**config.mk**
```make
export PLATFORM = sky130hd
export DESIGN_NAME = mips_cpu_muldiv_flat
export DESIGN_NICKNAME = d
export VERILOG_FILES = /design/src/rtl/mips_cpu_pkg.sv /design/src/rtl/mips_cpu_muldiv_if.sv /design/src/rtl/mips_cpu_div_step.sv /design/src/rtl/mips_cpu_muldiv.sv /design/src/flat_wrapper.sv
export SDC_FILE = /design/constraint.sdc
export NUM_CORES = 1
export LEC_CHECK = 0
export CAP_MARGIN = 20
export CELL_PAD_IN_SITES_DETAIL_PLACEMENT = 1
export CELL_PAD_IN_SITES_GLOBAL_PLACEMENT = 2
export CORE_UTILIZATION = 37
export CTS_CLUSTER_DIAMETER = 80
export CTS_CLUSTER_SIZE = 16
export DETAILED_ROUTE_END_ITERATION = 8
export PLACE_DENSITY_LB_ADDON = 0.2
export SYNTH_ARGS = -nofsm -noshare
export SYNTH_HDL_FRONTEND = slang
export SYNTH_SLANG_ARGS = --single-unit
```
**constraint.sdc**
```tcl
create_clock -name clk -period 5.7 [get_ports clk]
set_clock_uncertainty 0.1 [all_clocks]
set_input_delay 0.855 -clock clk [delete_from_list [all_inputs] [get_ports clk]]
set_output_delay 0.855 -clock clk [all_outputs]
set_load 0.02 [all_outputs]
```
**src/rtl/mips_cpu_pkg.sv**
```systemverilog
// Shared types and funct constants for the multicycle MIPS core and its mul/div unit.
package mips_cpu_pkg;

    // Operation select, equal to funct[1:0] of the MULT/MULTU/DIV/DIVU encodings
    typedef enum logic [1:0] {
        OP_MULT  = 2'b00,
        OP_MULTU = 2'b01,
        OP_DIV   = 2'b10,
        OP_DIVU  = 2'b11
    } muldiv_op_t;

    // Mul/div sequencer state
    typedef logic [1:0] muldiv_state_t;
    localparam muldiv_state_t ST_IDLE   = 2'd0;
    localparam muldiv_state_t ST_MUL    = 2'd1;
    localparam muldiv_state_t ST_DIV    = 2'd2;
    localparam muldiv_state_t ST_FINISH = 2'd3;

    // R-type funct codes, shared with the core decoder
    localparam logic [5:0] F_MTHI  = 6'h11;
    localparam logic [5:0] F_MTLO  = 6'h13;
    localparam logic [5:0] F_MULT  = 6'h18;
    localparam logic [5:0] F_MULTU = 6'h19;
    localparam logic [5:0] F_DIV   = 6'h1A;
    localparam logic [5:0] F_DIVU  = 6'h1B;

endpackage

```
**src/rtl/mips_cpu_muldiv_if.sv**
```systemverilog
// Core <-> mul/div unit bus: operation issue, MTHI/MTLO writes, status and HI/LO readback.
interface mips_cpu_muldiv_if
    import mips_cpu_pkg::*;
#(
    parameter int unsigned WIDTH = 32
);
    logic             start;
    muldiv_op_t       op;
    logic [WIDTH-1:0] operand_a;
    logic [WIDTH-1:0] operand_b;
    logic             hi_write;
    logic             lo_write;
    logic [WIDTH-1:0] write_data;
    logic             busy;
    logic             done;
    logic [WIDTH-1:0] hi;
    logic [WIDTH-1:0] lo;

    // Core side
    modport master (
        output start, op, operand_a, operand_b, hi_write, lo_write, write_data,
        input  busy, done, hi, lo
    );

    // Mul/div unit side
    modport slave (
        input  start, op, operand_a, operand_b, hi_write, lo_write, write_data,
        output busy, done, hi, lo
    );
endinterface

```
**src/rtl/mips_cpu_div_step.sv**
```systemverilog
// One restoring-division step: shift in a dividend bit, subtract the divisor if it fits.
module mips_cpu_div_step #(
    parameter int unsigned WIDTH = 32
) (
    input  logic [WIDTH-1:0] rem_i,
    input  logic             dbit_i,
    input  logic [WIDTH-1:0] divisor_i,
    output logic [WIDTH-1:0] rem_o,
    output logic             quot_bit_o
);
    logic [WIDTH:0] trial;
    logic [WIDTH:0] diff;

    // Partial remainder is always below the divisor, so the shifted trial fits WIDTH+1 bits
    always_comb begin
        trial      = {rem_i, dbit_i};
        diff       = trial - {1'b0, divisor_i};
        quot_bit_o = (trial >= {1'b0, divisor_i});
        rem_o      = quot_bit_o ? diff[WIDTH-1:0] : trial[WIDTH-1:0];
    end
endmodule

```
**src/rtl/mips_cpu_muldiv.sv**
```systemverilog
// Iterative multiply/divide unit owning HI/LO. Works on operand magnitudes and sign-corrects
// in the FINISH state. Define MIPS_MULDIV_FAST_MULT_EN for a single-cycle multiplier.
module mips_cpu_muldiv
    import mips_cpu_pkg::*;
#(
    parameter int unsigned WIDTH = 32
) (
    input  logic             clk,
    input  logic             reset_n,
    input  logic             clk_enable,
    mips_cpu_muldiv_if.slave bus
);
    localparam int unsigned CNT_W = $clog2(WIDTH) + 1;
    localparam int unsigned PW    = 2 * WIDTH;

    muldiv_state_t    state_q, state_d;
    logic [CNT_W-1:0] cnt_q, cnt_d;
    logic [PW-1:0]    acc_q, acc_d;    // mul: {partial, multiplier}; div: {remainder, quotient}
    logic [WIDTH-1:0] b_q, b_d;        // |operand_b|
    logic             neg_res_q, neg_res_d;
    logic             neg_rem_q, neg_rem_d;
    logic             is_div_q, is_div_d;
    logic [WIDTH-1:0] hi_q, hi_d;
    logic [WIDTH-1:0] lo_q, lo_d;
    logic             done_q, done_d;

    logic             is_signed, sign_a, sign_b;
    logic [WIDTH-1:0] div_rem;
    logic             div_qbit;
    logic [PW-1:0]    prod_fix;
    logic [WIDTH-1:0] quot_fix, rem_fix;
`ifndef MIPS_MULDIV_FAST_MULT_EN
    logic [WIDTH:0]   mul_sum;
`endif

    mips_cpu_div_step #(.WIDTH(WIDTH)) u_div_step (
        .rem_i      (acc_q[PW-1:WIDTH]),
        .dbit_i     (acc_q[WIDTH-1]),
        .divisor_i  (b_q),
        .rem_o      (div_rem),
        .quot_bit_o (div_qbit)
    );

    // Operand sign decode and result sign correction
    always_comb begin
        is_signed = ~bus.op[0];
        sign_a    = is_signed & bus.operand_a[WIDTH-1];
        sign_b    = is_signed & bus.operand_b[WIDTH-1];
        prod_fix  = neg_res_q ? -acc_q : acc_q;
        quot_fix  = neg_res_q ? -acc_q[WIDTH-1:0] : acc_q[WIDTH-1:0];
        rem_fix   = neg_rem_q ? -acc_q[PW-1:WIDTH] : acc_q[PW-1:WIDTH];
`ifndef MIPS_MULDIV_FAST_MULT_EN
        mul_sum   = {1'b0, acc_q[PW-1:WIDTH]} + {1'b0, (acc_q[0] ? b_q : '0)};
`endif
    end

    // Sequencer next-state
    always_comb begin
        state_d   = state_q;
        cnt_d     = cnt_q;
        acc_d     = acc_q;
        b_d       = b_q;
        neg_res_d = neg_res_q;
        neg_rem_d = neg_rem_q;
        is_div_d  = is_div_q;
        hi_d      = hi_q;
        lo_d      = lo_q;
        done_d    = 1'b0;
        case (state_q)
            ST_IDLE: begin
                if (bus.start) begin
                    acc_d     = {{WIDTH{1'b0}}, (sign_a ? -bus.operand_a : bus.operand_a)};
                    b_d       = sign_b ? -bus.operand_b : bus.operand_b;
                    neg_res_d = sign_a ^ sign_b;
                    neg_rem_d = sign_a;
                    is_div_d  = bus.op[1];
                    cnt_d     = CNT_W'(WIDTH - 1);
                    state_d   = bus.op[1] ? ST_DIV : ST_MUL;
                end else begin
                    if (bus.hi_write) hi_d = bus.write_data;
                    if (bus.lo_write) lo_d = bus.write_data;
                end
            end
            ST_MUL: begin
`ifdef MIPS_MULDIV_FAST_MULT_EN
                acc_d   = PW'(acc_q[WIDTH-1:0]) * PW'(b_q);
                state_d = ST_FINISH;
`else
                acc_d = {mul_sum, acc_q[WIDTH-1:1]};
                if (cnt_q == '0) state_d = ST_FINISH;
                else             cnt_d   = cnt_q - 1'b1;
`endif
            end
            ST_DIV: begin
                acc_d = {div_rem, acc_q[WIDTH-2:0], div_qbit};
                if (cnt_q == '0) state_d = ST_FINISH;
                else             cnt_d   = cnt_q - 1'b1;
            end
            ST_FINISH: begin
                if (is_div_q) begin
                    // Divide by zero: quotient all ones; remainder already reconstructs operand_a
                    lo_d = (b_q == '0) ? '1 : quot_fix;
                    hi_d = rem_fix;
                end else begin
                    {hi_d, lo_d} = prod_fix;
                end
                done_d  = 1'b1;
                state_d = ST_IDLE;
            end
            default: state_d = ST_IDLE;
        endcase
    end

    // State registers; clk_enable low freezes everything, including done
    always_ff @(posedge clk or negedge reset_n) begin
        if (!reset_n) begin
            state_q   <= ST_IDLE;
            cnt_q     <= '0;
            acc_q     <= '0;
            b_q       <= '0;
            neg_res_q <= 1'b0;
            neg_rem_q <= 1'b0;
            is_div_q  <= 1'b0;
            hi_q      <= '0;
            lo_q      <= '0;
            done_q    <= 1'b0;
        end else if (clk_enable) begin
            state_q   <= state_d;
            cnt_q     <= cnt_d;
            acc_q     <= acc_d;
            b_q       <= b_d;
            neg_res_q <= neg_res_d;
            neg_rem_q <= neg_rem_d;
            is_div_q  <= is_div_d;
            hi_q      <= hi_d;
            lo_q      <= lo_d;
            done_q    <= done_d;
        end
    end

    // Status and HI/LO outputs
    always_comb begin
        bus.busy = (state_q != ST_IDLE);
        bus.done = done_q;
        bus.hi   = hi_q;
        bus.lo   = lo_q;
    end
endmodule

```
**src/flat_wrapper.sv**
```systemverilog
// flat-port wrapper written by rule: the top's interface ports become plain ports
module mips_cpu_muldiv_flat import mips_cpu_pkg::*;
#(
    parameter int unsigned WIDTH = 32
)
  (clk, reset_n, clk_enable, bus_start, bus_op, bus_operand_a, bus_operand_b, bus_hi_write, bus_lo_write, bus_write_data, bus_busy, bus_done, bus_hi, bus_lo);
  mips_cpu_muldiv_if #(.WIDTH(WIDTH)) bus_i ();
  input  logic clk;
  input  logic reset_n;
  input  logic clk_enable;
  input wire logic [$bits(bus_i.start)-1:0] bus_start;
  input wire logic [$bits(bus_i.op)-1:0] bus_op;
  input wire logic [$bits(bus_i.operand_a)-1:0] bus_operand_a;
  input wire logic [$bits(bus_i.operand_b)-1:0] bus_operand_b;
  input wire logic [$bits(bus_i.hi_write)-1:0] bus_hi_write;
  input wire logic [$bits(bus_i.lo_write)-1:0] bus_lo_write;
  input wire logic [$bits(bus_i.write_data)-1:0] bus_write_data;
  output wire logic [$bits(bus_i.busy)-1:0] bus_busy;
  output wire logic [$bits(bus_i.done)-1:0] bus_done;
  output wire logic [$bits(bus_i.hi)-1:0] bus_hi;
  output wire logic [$bits(bus_i.lo)-1:0] bus_lo;
  assign bus_i.start = bus_start;
  assign bus_i.op = bus_op;
  assign bus_i.operand_a = bus_operand_a;
  assign bus_i.operand_b = bus_operand_b;
  assign bus_i.hi_write = bus_hi_write;
  assign bus_i.lo_write = bus_lo_write;
  assign bus_i.write_data = bus_write_data;
  assign bus_busy = bus_i.busy;
  assign bus_done = bus_i.done;
  assign bus_hi = bus_i.hi;
  assign bus_lo = bus_i.lo;
  mips_cpu_muldiv #(.WIDTH(WIDTH)) u_core (.clk(clk), .reset_n(reset_n), .clk_enable(clk_enable), .bus(bus_i));
endmodule
```
==> metrics list <==
- Result of the run: finished, final reports clean
* FMAX: 0.237 GHz
- The initial antenna violation count is 0.
- Measured on the finished design, the core utilization comes to 44.8%.
- Core outline area: between 30000 and 40000 um2
- Number of nets in the layout: around 2200
- Antenna violation net count after detailed routing: 0
- The critical path starts at u_core.acc_q[0].
* Cell at the root of the clock tree: sky130_fd_sc_hd__clkbuf_16
- The worst-case IR drop observed on VDD is 0.000292 V.
- The first global-routing pass estimated 88.8 mm of wire.
- The setup check on the worst reg-to-reg path leaves a slack of between 1 and 1.5 ns.
- Quantity of hold-fixing buffers added after cts: 0
* Diode count: 0
* Nets in the synthesized netlist: 2066
- The worst register-to-register path ends at u_core.acc_q[47].
* Post-DP HPWL: 45.4 mm
* Via-per-instance ratio: ~5.8
- Averaged over all synthesized cells, the footprint is between 7 and 8 um2.
- The clock network burns 11.9% of the power.
* LEAKAGE: ~7.3 nW
- Portion of the post-synthesis area used by sequential elements: 29.4%
- The die covers 40400 um2.
* Number of levels the H-tree was split into: 4
* Worst EP arrival: 4.44 ns
- Total non-filler cell area in the finished layout: 17400 um2
* Max-slew violation count: 0
- Before antenna repair, the detailed router went through 5 iterations.
* Placement-stage cell area: 16800 um2
- Clock sink count: 172
- Dominant cells by area after synthesis: sky130_fd_sc_hd__dfrtp_1, sky130_fd_sc_hd__o21ai_0, sky130_fd_sc_hd__xnor2_1
* Routed vias: 14800
* Synthesis-stage register bit count: about 170
- Later-pin clock latency in the skew report: 0.47 ns
- Number of enable-type register cells in the synthesized netlist: 0
* Post-route non-filler standard cell count: 2523
- Proportion of netlist area held by the largest area contributor: just under 30%
- Wire length per cell after detailed routing: 22.7 um
* Number of setup violations in the final report: 0
- The final layout contains routed wiring with a total length of 57.2 mm.
* Clock slew at the register clock pins of the worst setup and hold paths: 0.07 ns
* Distinct cell type count of the synthesized netlist: 73
- Setup repair after global routing missed its margin: no
- Maximum number of pins on one net before global-route repair: 84
- Category of the worst setup path capture point: flop
* Highest metal layer with signal wires: met4
* I/O pin count: 170
- Global routing used 28.4% of the available tracks.
* PortBufs: between 150 and 200
- TritonCTS built the clock tree.
- Reported max-cap violation count: 0
* Number of warnings printed during yosys synthesis: 0
* Cell accounting for the most synthesized area: sky130_fd_sc_hd__dfrtp_1
- The post-route netlist has between 4 and 5% of its cells at a drive strength greater than 1.
- Gates resized, CTS repair: 0
- Final critical delay including setup and external delays: 4.23 ns
- Routed length on met3: 3.45 mm
* Cell count after synthesis: 1886
- The routed design uses 24.0 mm of met2 wire.
- Buffers added to address setup during post-CTS repair amount to 0.
- Along the worst path, the maximum fanout reaches 25.
- Horizontal die dimension: 201 um
- Max clock buf depth: 2
- Dividing the final minimum period by the clock period gives between 70% and 80%.
- Timing endpoint of the critical path: u_core.acc_q[47]
- STA classifies the critical path startpoint as a flop.
- Slew of the pin with the lowest slew margin: 0.998 ns
- The initialized floorplan defines 72 standard-cell rows.
* Switching Power: ~5.4 mW
* Chip height: around 200 um
* Sequential Power Share: 23.8%
* Crit Path Category: reg2reg
* Final-layout worst hold slack: 0.329 ns
- Worst slew margin relative to its limit: approximately 32%
* Synthesis-to-layout area growth: 18.9%
* Iter 0 DRT Violations: 1137
- Power density normalized to cell area: slightly below 600 nW/um2
- The startpoint identified for the worst register-to-register timing path is u_core.acc_q[0].
* Worst Reg-to-Reg Cells: 13
- Final routed DRC violation total: 0
- RePlAce Congestion: 0.952
* Fraction of synthesis flops using an asynchronous set or reset pin: 100%
- The number of global-route vias before repair was 14600.
- Sum Neg Setup Slack: 0 ns
* Top_reg_cell synth: sky130_fd_sc_hd__dfrtp_1
- For this configuration, the core starts out at a cell density of 37.7%.
- The hold violation total from the final report came to 0.
* Total instance count after detailed placement: 2491
* Internal power contribution: 4.82 mW
* Critical path required time: around 5.9 ns
- Fraction of power spent switching nets: a little over half
- Combinational Power Share: roughly 64%
* Inserted Clock Buffers: 17
- Overflow after GRT: 0
- For this block, wires on met1 add up to 28.4 mm.
- Synthesized area: 14600 um2
- The worst hold path belongs to the class in2async.
[layer usage]
metal | global-route usage, % | vias up
li1 | - | 7046
met1 | 42.9 | 7218
met2 | 40.6 | 437
met3 | 4.66 | 54
met4 | 9.19 | 0
met5 | 0 | -
[logic make-up after synthesis]
logic type                 Yosys count  share of synthesized area (%)
xor gates and xnor gates           167                           9.99
and+or+nand+nor                    609                           19.4
buffers and inverters              180                           4.76
DFF                                172                           29.4
AOI/OAI and AO/OA                  643                           27.1
adders and majority gates           76                           6.60
muxes                               39                           2.68
[worst max-delay path, cell delays in order, from the launching register on]
cell and delay (ns):
sky130_fd_sc_hd__dfrtp_1 0.48, sky130_fd_sc_hd__inv_1 0.37, sky130_fd_sc_hd__buf_16 0.23, sky130_fd_sc_hd__nor2_1 0.07, sky130_fd_sc_hd__ha_1 0.37, sky130_fd_sc_hd__o21ai_0 0.11, sky130_fd_sc_hd__a21oi_1 0.32, sky130_fd_sc_hd__o41ai_1 0.13
sky130_fd_sc_hd__buf_4 0.17, sky130_fd_sc_hd__o311ai_1 0.85, sky130_fd_sc_hd__a21o_1 0.24, sky130_fd_sc_hd__a21oi_1 0.08, sky130_fd_sc_hd__xor2_1 0.36, sky130_fd_sc_hd__o221ai_1 0.19
[flip-flops by register name (all words and copies together), names as in the netlist]
| register | flops |
|---|---|
| u_core.acc_q | 64 |
| u_core.b_q | 32 |
| u_core.bus.done | 1 |
| u_core.bus.hi | 32 |
| u_core.bus.lo | 32 |
| u_core.cnt_q | 6 |
| u_core.is_div_q | 1 |
| u_core.neg_rem_q | 1 |
| u_core.neg_res_q | 1 |
| u_core.state_q | 2 |
[power groups by stage]
stage,logic [mW],registers (mW),clock network [mW]
after floorplan,4.11,2.40,0
after global placement,6.37,2.42,0
after detailed placement,6.48,2.46,0
after CTS,6.51,2.43,1.24
after global routing,7.19,2.51,1.28
final,6.59,2.44,1.22
[layout make-up]
type,instances,area (um2)
inverters,68,255
flip-flops and latches,172,4300
fillers,4753,21400
clock buffers,19,443
repair buffers,199,1940
clock inverters,13,151
well taps,518,648
multi-input cells,1534,9670
[layout by cell type, fill, tap and decap left out, types with 14 or more instances in the layout]
cell type	n
sky130_fd_sc_hd__mux2i_1	37
sky130_fd_sc_hd__inv_1	68
sky130_fd_sc_hd__nand4_1	14
sky130_fd_sc_hd__clkbuf_16	17
sky130_fd_sc_hd__a31oi_1	21
sky130_fd_sc_hd__and3_1	14
sky130_fd_sc_hd__nor2_1	139
sky130_fd_sc_hd__nand2_1	237
sky130_fd_sc_hd__nor3_1	49
sky130_fd_sc_hd__clkdlybuf4s50_1	168
sky130_fd_sc_hd__xnor2_1	106
sky130_fd_sc_hd__o21ai_0	232
sky130_fd_sc_hd__nor4_1	23
sky130_fd_sc_hd__nand2b_1	18
sky130_fd_sc_hd__o31ai_1	23
sky130_fd_sc_hd__ha_1	72
sky130_fd_sc_hd__o22ai_1	34
sky130_fd_sc_hd__buf_4	29
sky130_fd_sc_hd__a211oi_1	23
sky130_fd_sc_hd__or3_1	21
sky130_fd_sc_hd__dfrtp_1	172
sky130_fd_sc_hd__a21o_1	27
sky130_fd_sc_hd__o21bai_1	14
sky130_fd_sc_hd__nand3_1	29
sky130_fd_sc_hd__a21oi_1	127
sky130_fd_sc_hd__a22oi_1	33
sky130_fd_sc_hd__xor2_1	61
[stage by stage]
step / setup slack [ns] / total power, mW
6_report: 1.47 / 10.2
5_1_grt: 1.28 / 11.0
4_1_cts: 1.57 / 10.2
3_5_place_dp: 1.61 / 8.94
3_3_place_gp: 1.20 / 8.79
2_1_floorplan: 2.42 / 6.51
[cells in the mapped netlist (5+ instances only)]
cell type / instances
sky130_fd_sc_hd__a32oi_1: 7
sky130_fd_sc_hd__or3_1: 21
sky130_fd_sc_hd__mux2i_1: 37
sky130_fd_sc_hd__o21ai_0: 232
sky130_fd_sc_hd__nand4_1: 14
sky130_fd_sc_hd__xor2_1: 61
sky130_fd_sc_hd__buf_1: 7
sky130_fd_sc_hd__a211oi_1: 23
sky130_fd_sc_hd__nor3_1: 49
sky130_fd_sc_hd__nand3b_1: 5
sky130_fd_sc_hd__and2_1: 10
sky130_fd_sc_hd__inv_1: 68
sky130_fd_sc_hd__a31oi_1: 21
sky130_fd_sc_hd__o21a_1: 12
sky130_fd_sc_hd__nand2b_1: 18
sky130_fd_sc_hd__nor2b_1: 11
sky130_fd_sc_hd__or2_2: 6
sky130_fd_sc_hd__a21o_1: 27
sky130_fd_sc_hd__a21boi_0: 8
sky130_fd_sc_hd__nand2_1: 237
sky130_fd_sc_hd__o21bai_1: 14
sky130_fd_sc_hd__o31ai_1: 24
sky130_fd_sc_hd__ha_1: 74
sky130_fd_sc_hd__xnor2_1: 106
sky130_fd_sc_hd__and3_1: 14
sky130_fd_sc_hd__or4_1: 12
sky130_fd_sc_hd__o211ai_1: 11
sky130_fd_sc_hd__o41ai_1: 12
sky130_fd_sc_hd__nor4_1: 23
sky130_fd_sc_hd__a22oi_1: 33
sky130_fd_sc_hd__a22o_1: 8
sky130_fd_sc_hd__clkbuf_1: 100
sky130_fd_sc_hd__o221ai_1: 7
sky130_fd_sc_hd__a211o_1: 6
sky130_fd_sc_hd__nor2_1: 139
sky130_fd_sc_hd__a21oi_1: 127
sky130_fd_sc_hd__o22ai_1: 34
sky130_fd_sc_hd__nand3_1: 30
sky130_fd_sc_hd__dfrtp_1: 172
[how the worst min path moves through the flow]
stage | endpoint | depth (start not counted) | slack, ns
3_5_place_dp | u_core.bus.hi[13] | 2 | 0.37
2_1_floorplan | u_core.b_q[12] | 2 | 0.35
4_1_cts | u_core.bus.lo[26] | 1 | 0.35
3_3_place_gp | u_core.bus.hi[27] | 1 | 0.36
5_1_grt | u_core.bus.lo[16] | 1 | 0.37
6_report | u_core.bus.lo[16] | 1 | 0.33
No activity file was read; power rests on OpenSTA's default activity.
